`src/rtl/lsu_pkg.sv`:
```
// Shared definitions for the load/store unit: funct3 encodings, FSM states
// and request-legality helpers used when a request is accepted.
package lsu_pkg;

    localparam logic [2:0] F3_B  = 3'b000;
    localparam logic [2:0] F3_H  = 3'b001;
    localparam logic [2:0] F3_W  = 3'b010;
    localparam logic [2:0] F3_BU = 3'b100;
    localparam logic [2:0] F3_HU = 3'b101;

    typedef enum logic [2:0] {
        S_IDLE,
        S_LOAD,
        S_RMW_RD,
        S_STORE,
        S_RESP
    } lsu_state_t;

    // Stores only come in signed-width form; loads also have unsigned variants.
    function automatic logic f3Legal(input logic isWrite, input logic [2:0] f3);
        logic legal;
        legal = 1'b0;
        case (f3)
            F3_B, F3_H, F3_W: legal = 1'b1;
            F3_BU, F3_HU:     legal = !isWrite;
            default:          legal = 1'b0;
        endcase
        return legal;
    endfunction

    // Halfwords need an even address, words a multiple of four.
    function automatic logic f3Aligned(input logic [2:0] f3, input logic [1:0] addrLo);
        logic ok;
        ok = 1'b1;
        case (f3)
            F3_H, F3_HU: ok = (addrLo[0] == 1'b0);
            F3_W:        ok = (addrLo == 2'b00);
            default:     ok = 1'b1;
        endcase
        return ok;
    endfunction

endpackage

```
`src/rtl/lsu_lane_align.sv`:
```
// Little-endian lane steering: extracts and extends load data from a memory
// word, and merges sub-word store data into the word read back from memory.
module lsu_lane_align
    import lsu_pkg::*;
(
    input  logic [2:0]  i_funct3,
    input  logic [1:0]  i_addr_lo,
    input  logic [31:0] i_mem_word,
    input  logic [31:0] i_store_data,
    output logic [31:0] o_load_data,
    output logic [31:0] o_merged_word
);

    logic [7:0]  w_byte;
    logic [15:0] w_half;

    // Select the addressed lane, then extend it or splice store data into it.
    always_comb begin
        w_byte        = i_mem_word[7:0];
        w_half        = i_addr_lo[1] ? i_mem_word[31:16] : i_mem_word[15:0];
        o_load_data   = i_mem_word;
        o_merged_word = i_mem_word;

        case (i_addr_lo)
            2'd0:    w_byte = i_mem_word[7:0];
            2'd1:    w_byte = i_mem_word[15:8];
            2'd2:    w_byte = i_mem_word[23:16];
            default: w_byte = i_mem_word[31:24];
        endcase

        case (i_funct3)
            F3_B:    o_load_data = {{24{w_byte[7]}}, w_byte};
            F3_BU:   o_load_data = {24'h0, w_byte};
            F3_H:    o_load_data = {{16{w_half[15]}}, w_half};
            F3_HU:   o_load_data = {16'h0, w_half};
            default: o_load_data = i_mem_word;
        endcase

        case (i_funct3)
            F3_B: begin
                case (i_addr_lo)
                    2'd0:    o_merged_word[7:0]   = i_store_data[7:0];
                    2'd1:    o_merged_word[15:8]  = i_store_data[7:0];
                    2'd2:    o_merged_word[23:16] = i_store_data[7:0];
                    default: o_merged_word[31:24] = i_store_data[7:0];
                endcase
            end
            F3_H: begin
                if (i_addr_lo[1]) begin
                    o_merged_word[31:16] = i_store_data[15:0];
                end else begin
                    o_merged_word[15:0] = i_store_data[15:0];
                end
            end
            default: o_merged_word = i_store_data;
        endcase
    end

endmodule

```
`src/rtl/load_store_unit.sv`:
```
// RV32I load/store unit between execute and a word-wide data memory without
// byte enables. Sub-word stores are done as read-modify-write.
module load_store_unit
    import lsu_pkg::*;
#(
    parameter int MEM_WORDS = 1024
) (
    input  logic        clk,
    input  logic        rst,
    input  logic        req_valid,
    output logic        req_ready,
    input  logic        req_write,
    input  logic [2:0]  req_funct3,
    input  logic [31:0] req_addr,
    input  logic [31:0] req_wdata,
    output logic        resp_valid,
    output logic [31:0] resp_rdata,
    output logic        resp_error,
    output logic        mem_read,
    output logic        mem_write,
    output logic [31:0] mem_addr,
    output logic [31:0] mem_wdata,
    input  logic [31:0] mem_rdata
);

    lsu_state_t  r_state;
    logic [2:0]  r_funct3;
    logic [1:0]  r_addr_lo;
    logic [31:0] r_mem_addr;
    logic [31:0] r_wbuf;
    logic [31:0] r_rdata;
    logic        r_error;

    logic        w_accept;
    logic        w_in_range;
    logic        w_error;
    logic [31:0] w_load_data;
    logic [31:0] w_merged_word;

    assign w_accept   = req_valid && req_ready;
    assign w_in_range = ({2'b00, req_addr[31:2]} < 32'(MEM_WORDS));
    assign w_error    = !f3Legal(req_write, req_funct3)
                     || !f3Aligned(req_funct3, req_addr[1:0])
                     || !w_in_range;

    assign req_ready  = (r_state == S_IDLE) && !rst;
    assign mem_read   = !rst && ((r_state == S_LOAD) || (r_state == S_RMW_RD));
    assign mem_write  = !rst && (r_state == S_STORE);
    assign resp_valid = !rst && (r_state == S_RESP);
    assign resp_rdata = r_rdata;
    assign resp_error = r_error;
    assign mem_addr   = r_mem_addr;
    assign mem_wdata  = r_wbuf;

    // The write buffer holds raw store data until the RMW read merges it.
    lsu_lane_align u_lane_align (
        .i_funct3      (r_funct3),
        .i_addr_lo     (r_addr_lo),
        .i_mem_word    (mem_rdata),
        .i_store_data  (r_wbuf),
        .o_load_data   (w_load_data),
        .o_merged_word (w_merged_word)
    );

    // Request FSM: latch at acceptance, access memory, then pulse the response.
    always_ff @(posedge clk) begin
        if (rst) begin
            r_state    <= S_IDLE;
            r_funct3   <= 3'b000;
            r_addr_lo  <= 2'b00;
            r_mem_addr <= 32'h0;
            r_wbuf     <= 32'h0;
            r_rdata    <= 32'h0;
            r_error    <= 1'b0;
        end else begin
            case (r_state)
                S_IDLE: begin
                    if (w_accept) begin
                        r_funct3  <= req_funct3;
                        r_addr_lo <= req_addr[1:0];
                        r_wbuf    <= req_wdata;
                        r_rdata   <= 32'h0;
                        r_error   <= w_error;
                        if (w_error) begin
                            r_state <= S_RESP;
                        end else begin
                            r_mem_addr <= {2'b00, req_addr[31:2]};
                            if (!req_write) begin
                                r_state <= S_LOAD;
                            end else if (req_funct3 == F3_W) begin
                                r_state <= S_STORE;
                            end else begin
                                r_state <= S_RMW_RD;
                            end
                        end
                    end
                end
                S_LOAD: begin
                    r_rdata <= w_load_data;
                    r_state <= S_RESP;
                end
                S_RMW_RD: begin
                    r_wbuf  <= w_merged_word;
                    r_state <= S_STORE;
                end
                S_STORE: begin
                    r_state <= S_RESP;
                end
                S_RESP: begin
                    r_state <= S_IDLE;
                end
                default: begin
                    r_state <= S_IDLE;
                end
            endcase
        end
    end

endmodule

```
`config.mk`:
```
export PLATFORM = sky130hd
export DESIGN_NAME = load_store_unit
export DESIGN_NICKNAME = d
export VERILOG_FILES = /design/src/rtl/lsu_pkg.sv /design/src/rtl/lsu_lane_align.sv /design/src/rtl/load_store_unit.sv
export SDC_FILE = /design/constraint.sdc
export NUM_CORES = 1
export LEC_CHECK = 0
export BUFFER_PORTS_ARGS = -buffer_cell sky130_fd_sc_hd__buf_2
export CELL_PAD_IN_SITES_DETAIL_PLACEMENT = 0
export CELL_PAD_IN_SITES_GLOBAL_PLACEMENT = 2
export CORE_UTILIZATION = 29
export DETAILED_ROUTE_END_ITERATION = 8
export GPL_ROUTABILITY_DRIVEN = 0
export HOLD_SLACK_MARGIN = 0.08
export PLACE_DENSITY_LB_ADDON = 0.1
export SLEW_MARGIN = 0
export SYNTH_ARGS = -nofsm -noshare
export SYNTH_HDL_FRONTEND = slang
export SYNTH_SLANG_ARGS = --single-unit
```
`constraint.sdc`:
```
create_clock -name clk -period 5.56 [get_ports clk]
set_input_delay 0.556 -clock clk [delete_from_list [all_inputs] [get_ports clk]]
set_output_delay 0.556 -clock clk [all_outputs]
set_load 0.03 [all_outputs]
```
## Word level (Yosys, flattened, before mapping)

Index checks and enable logic that the tools add are counted.

- Bitwise logic cells: 2
- $lt $le $gt $ge: 1
- Muxes and demuxes: 21
- Equality and inequality tests: 17
- Reductions and logical operators: 31

Operator list:

| cell | count |
|---|---|
| $pmux 32 s2 | 3 |
| $pmux 32 s4 | 1 |
| $mux 32 | 2 |
| $mux 16 | 3 |
| $mux 8 | 4 |
| $lt 30x11->1 const B | 1 |
| $pmux 8 s3 | 1 |
| $eq 3x3->1 const B | 5 |
| $eq 3x1->1 const B | 3 |
| $eq 3x2->1 const B | 3 |
| $logic_not 3->1 | 3 |
| $pmux 3 s3 | 1 |
| $mux 3 | 2 |
| $ne 3x3->1 const B | 2 |
| $reduce_and 3->1 | 2 |
| $reduce_or 2->1 | 3 |
| $reduce_or 3->1 | 2 |
| $logic_and 1x1->1 | 5 |
| $logic_not 1->1 | 5 |
| $reduce_and 5->1 | 1 |
| $logic_not 2->1 | 2 |
| $pmux 1 s2 | 2 |
| $reduce_and 2->1 | 2 |
| $reduce_and 4->1 | 1 |
| 9 further kinds | 13 |

- Register bits after elaboration: 103
- Bits of input ports: 103
- Output and inout port bits: 101
- Word-level logic and storage cells: 81

## Longest topological paths before layout

- Depth after elaboration: 9
- Depth in mapped cells: 8
- Depth with buffers taken out: 5

## By module

Synthesis repeated with hierarchy kept, for this count alone.

- Cells, all modules: 716
- Area, all modules: 5,685.5 um2

By module, submodules not included:

| module | cells an instance | instances | area an instance (um2) | sequential area each (um2) |
|---|---|---|---|---|
| load_store_unit | 474 | 1 | 4,052.6 | 2,062.0 |
| lsu_lane_align | 242 | 1 | 1,632.8 | 0.0 |

## Least setup slack after synthesis

No wires, ideal clock.

- Path type: input -> output
- From: input rst
- To: output resp_valid
- Data required time: 5.004 ns
- Cell stages on the path: 3
- Path buffers: 2
- Arrival time: 1.949 ns
- Slack: 3.055 ns
- Path through: clkbuf_1 > clkbuf_1 > nor4b_1

- Longest elaborated chain between the ends: 2

Ends and longest elaborated chain:

| item | line | text |
|---|---|---|
| start, declared | load_store_unit.sv:9 | `input logic rst,` |
| $logic_not 1->1 | load_store_unit.sv:49 | `assign resp_valid = !rst && (r_state == S_RESP);` |
| $logic_and 1x1->1 | load_store_unit.sv:49 |  |
| end, declared | load_store_unit.sv:16 | `output logic resp_valid,` |

Every way passes these cells.

## Worst setup path after layout

- From: register r_state[1]
- To: register r_wbuf[14], in the netlist mem_wdata[14]

- Longest elaborated chain between the ends: 5
- Elaborated cells between the ends (all ways): 10
- Classes of those cells: 4 x eq/ne; 1 x mux; 5 x reduce/logical

Ends and longest elaborated chain:

| item | line | text |
|---|---|---|
| start, declared | load_store_unit.sv:26 | `lsu_state_t r_state;` |
| start signal, assigned | load_store_unit.sv:68 | `r_state <= S_IDLE;` |
| start signal, assigned | load_store_unit.sv:85 | `r_state <= S_RESP;` |
| start signal, assigned | load_store_unit.sv:89 | `r_state <= S_LOAD;` |
| $logic_not 3->1 | load_store_unit.sv:46, load_store_unit.sv:76 |  |
| $logic_and 1x1->1 | load_store_unit.sv:46 | `assign req_ready = (r_state == S_IDLE) && !rst;` |
| $logic_and 1x1->1 | load_store_unit.sv:40 | `assign w_accept = req_valid && req_ready;` |
| $ne 2x2->1 (no line) | - |  |
| $reduce_and 4->1 (no line) | - |  |
| end signal, assigned | load_store_unit.sv:81 | `r_wbuf <= req_wdata;` |
| end signal, assigned | load_store_unit.sv:103 | `r_wbuf <= w_merged_word;` |
| end, declared | load_store_unit.sv:30 | `logic [31:0] r_wbuf;` |

Parallel ways exist; a longest one is shown, timed or not.
A chain may end at the register's enable or synchronous reset.

==> results.ini <==
[outcome]
status=finished, final reports clean

[yosys]
yosys_most_used_dff=dfxtp_1
avgSynthCellArea_sq_um=8.80
synth_top_area_cell=dfxtp_1
ys_ff_latch=103
yosysTopAreaCellShare_pct=42.2
synth_edf_count=0
synth-async-reset-ratio_pct=0
synth_area_sq_um=4880
yosys-top-cells-area=dfxtp_1, nand2_1, mux2i_1, o21ai_0, a221o_1
synth_cell_type_count=53
ys_warn_count=0
yosysSeqAreaShare_pct=42.2
netlist_instances=555

[worst_setup_path]
timing.rr.start=r_state[1]$_SDFFE_PP0N_
worstPathRequired_ns=5.85
crit_arrival_ns=3.17
start_kind=flop
worstSetupEndpointType=flop
crit_type=reg2reg
reg2reg_depth=5
reg2reg_slack_ns=2.68
reg2reg_to=mem_wdata[14]$_SDFFE_PP0P_
critPathMaxFanout=26

[clock_tree]
post_cts_resize_count=0
htreeDepth=3
worstSkewPairLatency_ns=0.35
numClockSinks=103
post_cts_buffers=0
cts_buffer_depth=2
clockRootBuffer=clkbuf_16
hold_buffers=0
path_clk_slew_ns=0.08
cts_tree=built
cts-buffers-inserted=9

[floorplan]
row_count=47
core_sq_um=16500
start_util_pct=29.5
die-width_um=132
die_area_sq_um=17400
die_h_um=132
ioPinCount=204

[placement]
dp_hpwl_mm=13.1
numPlacedInstances=940
portBuffers=201

[pwr]
power_uw=1640
vdd_ir_drop_max_uv=133
powerDensity_nw_per_um2=260
leakage_uw=0.00291

[grt]
grtUsageTotal_pct=19.8
grt_max_degree=71
grt_pass1_wl_mm=26.4
gr-total-overflow=0
grt_pass1_vias=4672
antenna_found_initial=3

[layout]
seq_area_sq_um=2060
final_layout_size_suffix_gt1_share_pct=33.3
area_growth_pct=29.1
multi_input_area_sq_um=2570
fin_cells=958
fin_nets=834
final_util_pct=38.1
nFillCells=1762

[routing]
first_iter_violations=238
routed_wl_mm=17.1
firstDrtPassIters=4
viasPerCell=4.96
num_vias=4748
wl_per_cell_um=17.8
route.detailed.drc=0
ant_nets=0

[timing]
period_share_pct=51.9
setup_viol=0
slew_viol_final=0
rsz0062_at_grt=false
skew_ns=0.0128
finalCriticalPeriod_ns=2.88
slew_headroom_pct=20.5
fmax_mhz=347
hold_violations=0
tns_ns=0
worst_pin_slew_ns=1.19

[run]
max_cap_viol_count=0

[worst_hold_path]
hold_start=req_addr[4]
min_path_cells=3
hold_end=mem_addr[2]$_SDFFE_PP0P_
hold_path_class=in2reg

## state kept, by name, indices dropped and copies added (netlist names)
register    count
mem_wdata      32
resp_rdata     32
mem_addr       30
r_funct3        3
r_state         3
r_addr_lo       2
resp_error      1
## placed cells by master (no fill, tap or decap), types with 2 or more instances in the layout
master | netlist | routed
mux2_2 | 6 | 6
a311oi_2 | 2 | 2
nor4_1 | 6 | 6
and2_1 | 21 | 21
a21boi_0 | 6 | 6
a311oi_1 | 6 | 6
buf_4 | 3 | 7
a22o_1 | 9 | 9
o21ai_0 | 42 | 42
nand3b_1 | 16 | 16
o21ai_1 | 3 | 3
nor3_1 | 13 | 13
conb_1 | 1 | 2
nand2_1 | 68 | 68
a32o_1 | 2 | 2
a221oi_1 | 9 | 9
nor2_1 | 42 | 42
clkbuf_16 | 0 | 9
inv_6 | 0 | 4
nand3_1 | 5 | 5
a21oi_1 | 25 | 25
or3b_1 | 2 | 2
inv_1 | 12 | 12
a221o_1 | 16 | 16
buf_2 | 12 | 201
a211oi_1 | 9 | 9
diode_2 | 0 | 2
nand2b_1 | 22 | 22
mux2i_1 | 25 | 25
a211o_1 | 8 | 8
a22oi_1 | 6 | 6
dfxtp_1 | 103 | 103
nor4_4 | 2 | 2
nor2b_1 | 2 | 2
nor3b_1 | 3 | 3
o22ai_1 | 2 | 2
## per-stage QoR
stage	instance area [sq um]	setup WS, ns	hold WS [ns]
floorplan	4890	3.06	0.536
global placement	6010	2.72	0.437
detailed placement	6010	2.66	0.440
CTS	6300	2.68	0.410
global route	6300	2.42	0.450
finish	6300	2.68	0.425
## routing by layer
layer	wire length (um)	vias to the layer above	GRT usage (%)	share of wire [%]
li1	-	2349	-	-
met2	8070	183	32.2	47
met4	125	2	5.17	0.73
met5	13	-	0	0.076
met3	1460	8	6.34	8.5
met1	7410	2206	25.2	43
## Yosys cell counts, drive strengths merged (2+ instances only)
master    n
nand2    68
nand3b   16
a22o      9
a32o      2
or3b      2
nand2b   22
nor2b     2
nor3b     4
inv      12
nor3     14
clkbuf   27
mux2      6
a221oi    9
dfxtp   103
a21boi    7
a22oi     7
o21ai    45
nor4      9
a211oi    9
a311oi    8
o22ai     2
a21oi    26
nand3     5
and2     21
a211o     8
mux2i    25
a221o    16
buf      17
nor2     43
## worst max-delay path by stage
stage	startpoint	endpoint	slack [ns]	cells past startpoint
6_report	r_state[1]$_SDFFE_PP0N_	mem_wdata[14]$_SDFFE_PP0P_	2.68	5
5_1_grt	r_state[1]$_SDFFE_PP0N_	mem_wdata[14]$_SDFFE_PP0P_	2.42	5
4_1_cts	r_state[1]$_SDFFE_PP0N_	mem_wdata[14]$_SDFFE_PP0P_	2.68	5
3_5_place_dp	rst	mem_wdata[14]$_SDFFE_PP0P_	2.66	7
3_3_place_gp	rst	mem_wdata[14]$_SDFFE_PP0P_	2.72	7
2_1_floorplan	rst	resp_valid	3.06	3
## final cells by class
type	instances	area share, %
multi-input combinational	397	40.8
sequential	103	32.7
timing repair buffer	208	16.8
tap	220	4.37
clock buffer	9	3.57
clock inverter	7	0.933
inverter	12	0.715
antenna	2	0.0794
## power breakdown
group | switching, uW | total, uW | internal, uW | leakage [uW]
sequential | 23.9 | 778 | 754 | 0.000835
clock | 308 | 622 | 313 | 0.000139
combinational | 149 | 240 | 91.2 | 0.00194
## cells by family after synthesis
logic type | count (synthesis) | synth area share [%]
AND/OR/NAND/NOR | 210 | 22.5
other | 1 | 0.0768
AO/OA/AOI/OAI | 153 | 23.0
buffers and inverters | 56 | 5.18
flip-flops | 103 | 42.2
multiplexers | 32 | 6.97
## worst max-delay path, stage by stage, from the launching register on
cell,delay [ns]
dfxtp_1,0.58
nor3b_4,0.81
a22oi_4,0.39
a21oi_1,0.32
nor2b_1,0.48
a22o_1,0.23
Power figures use the tool's default switching activity.
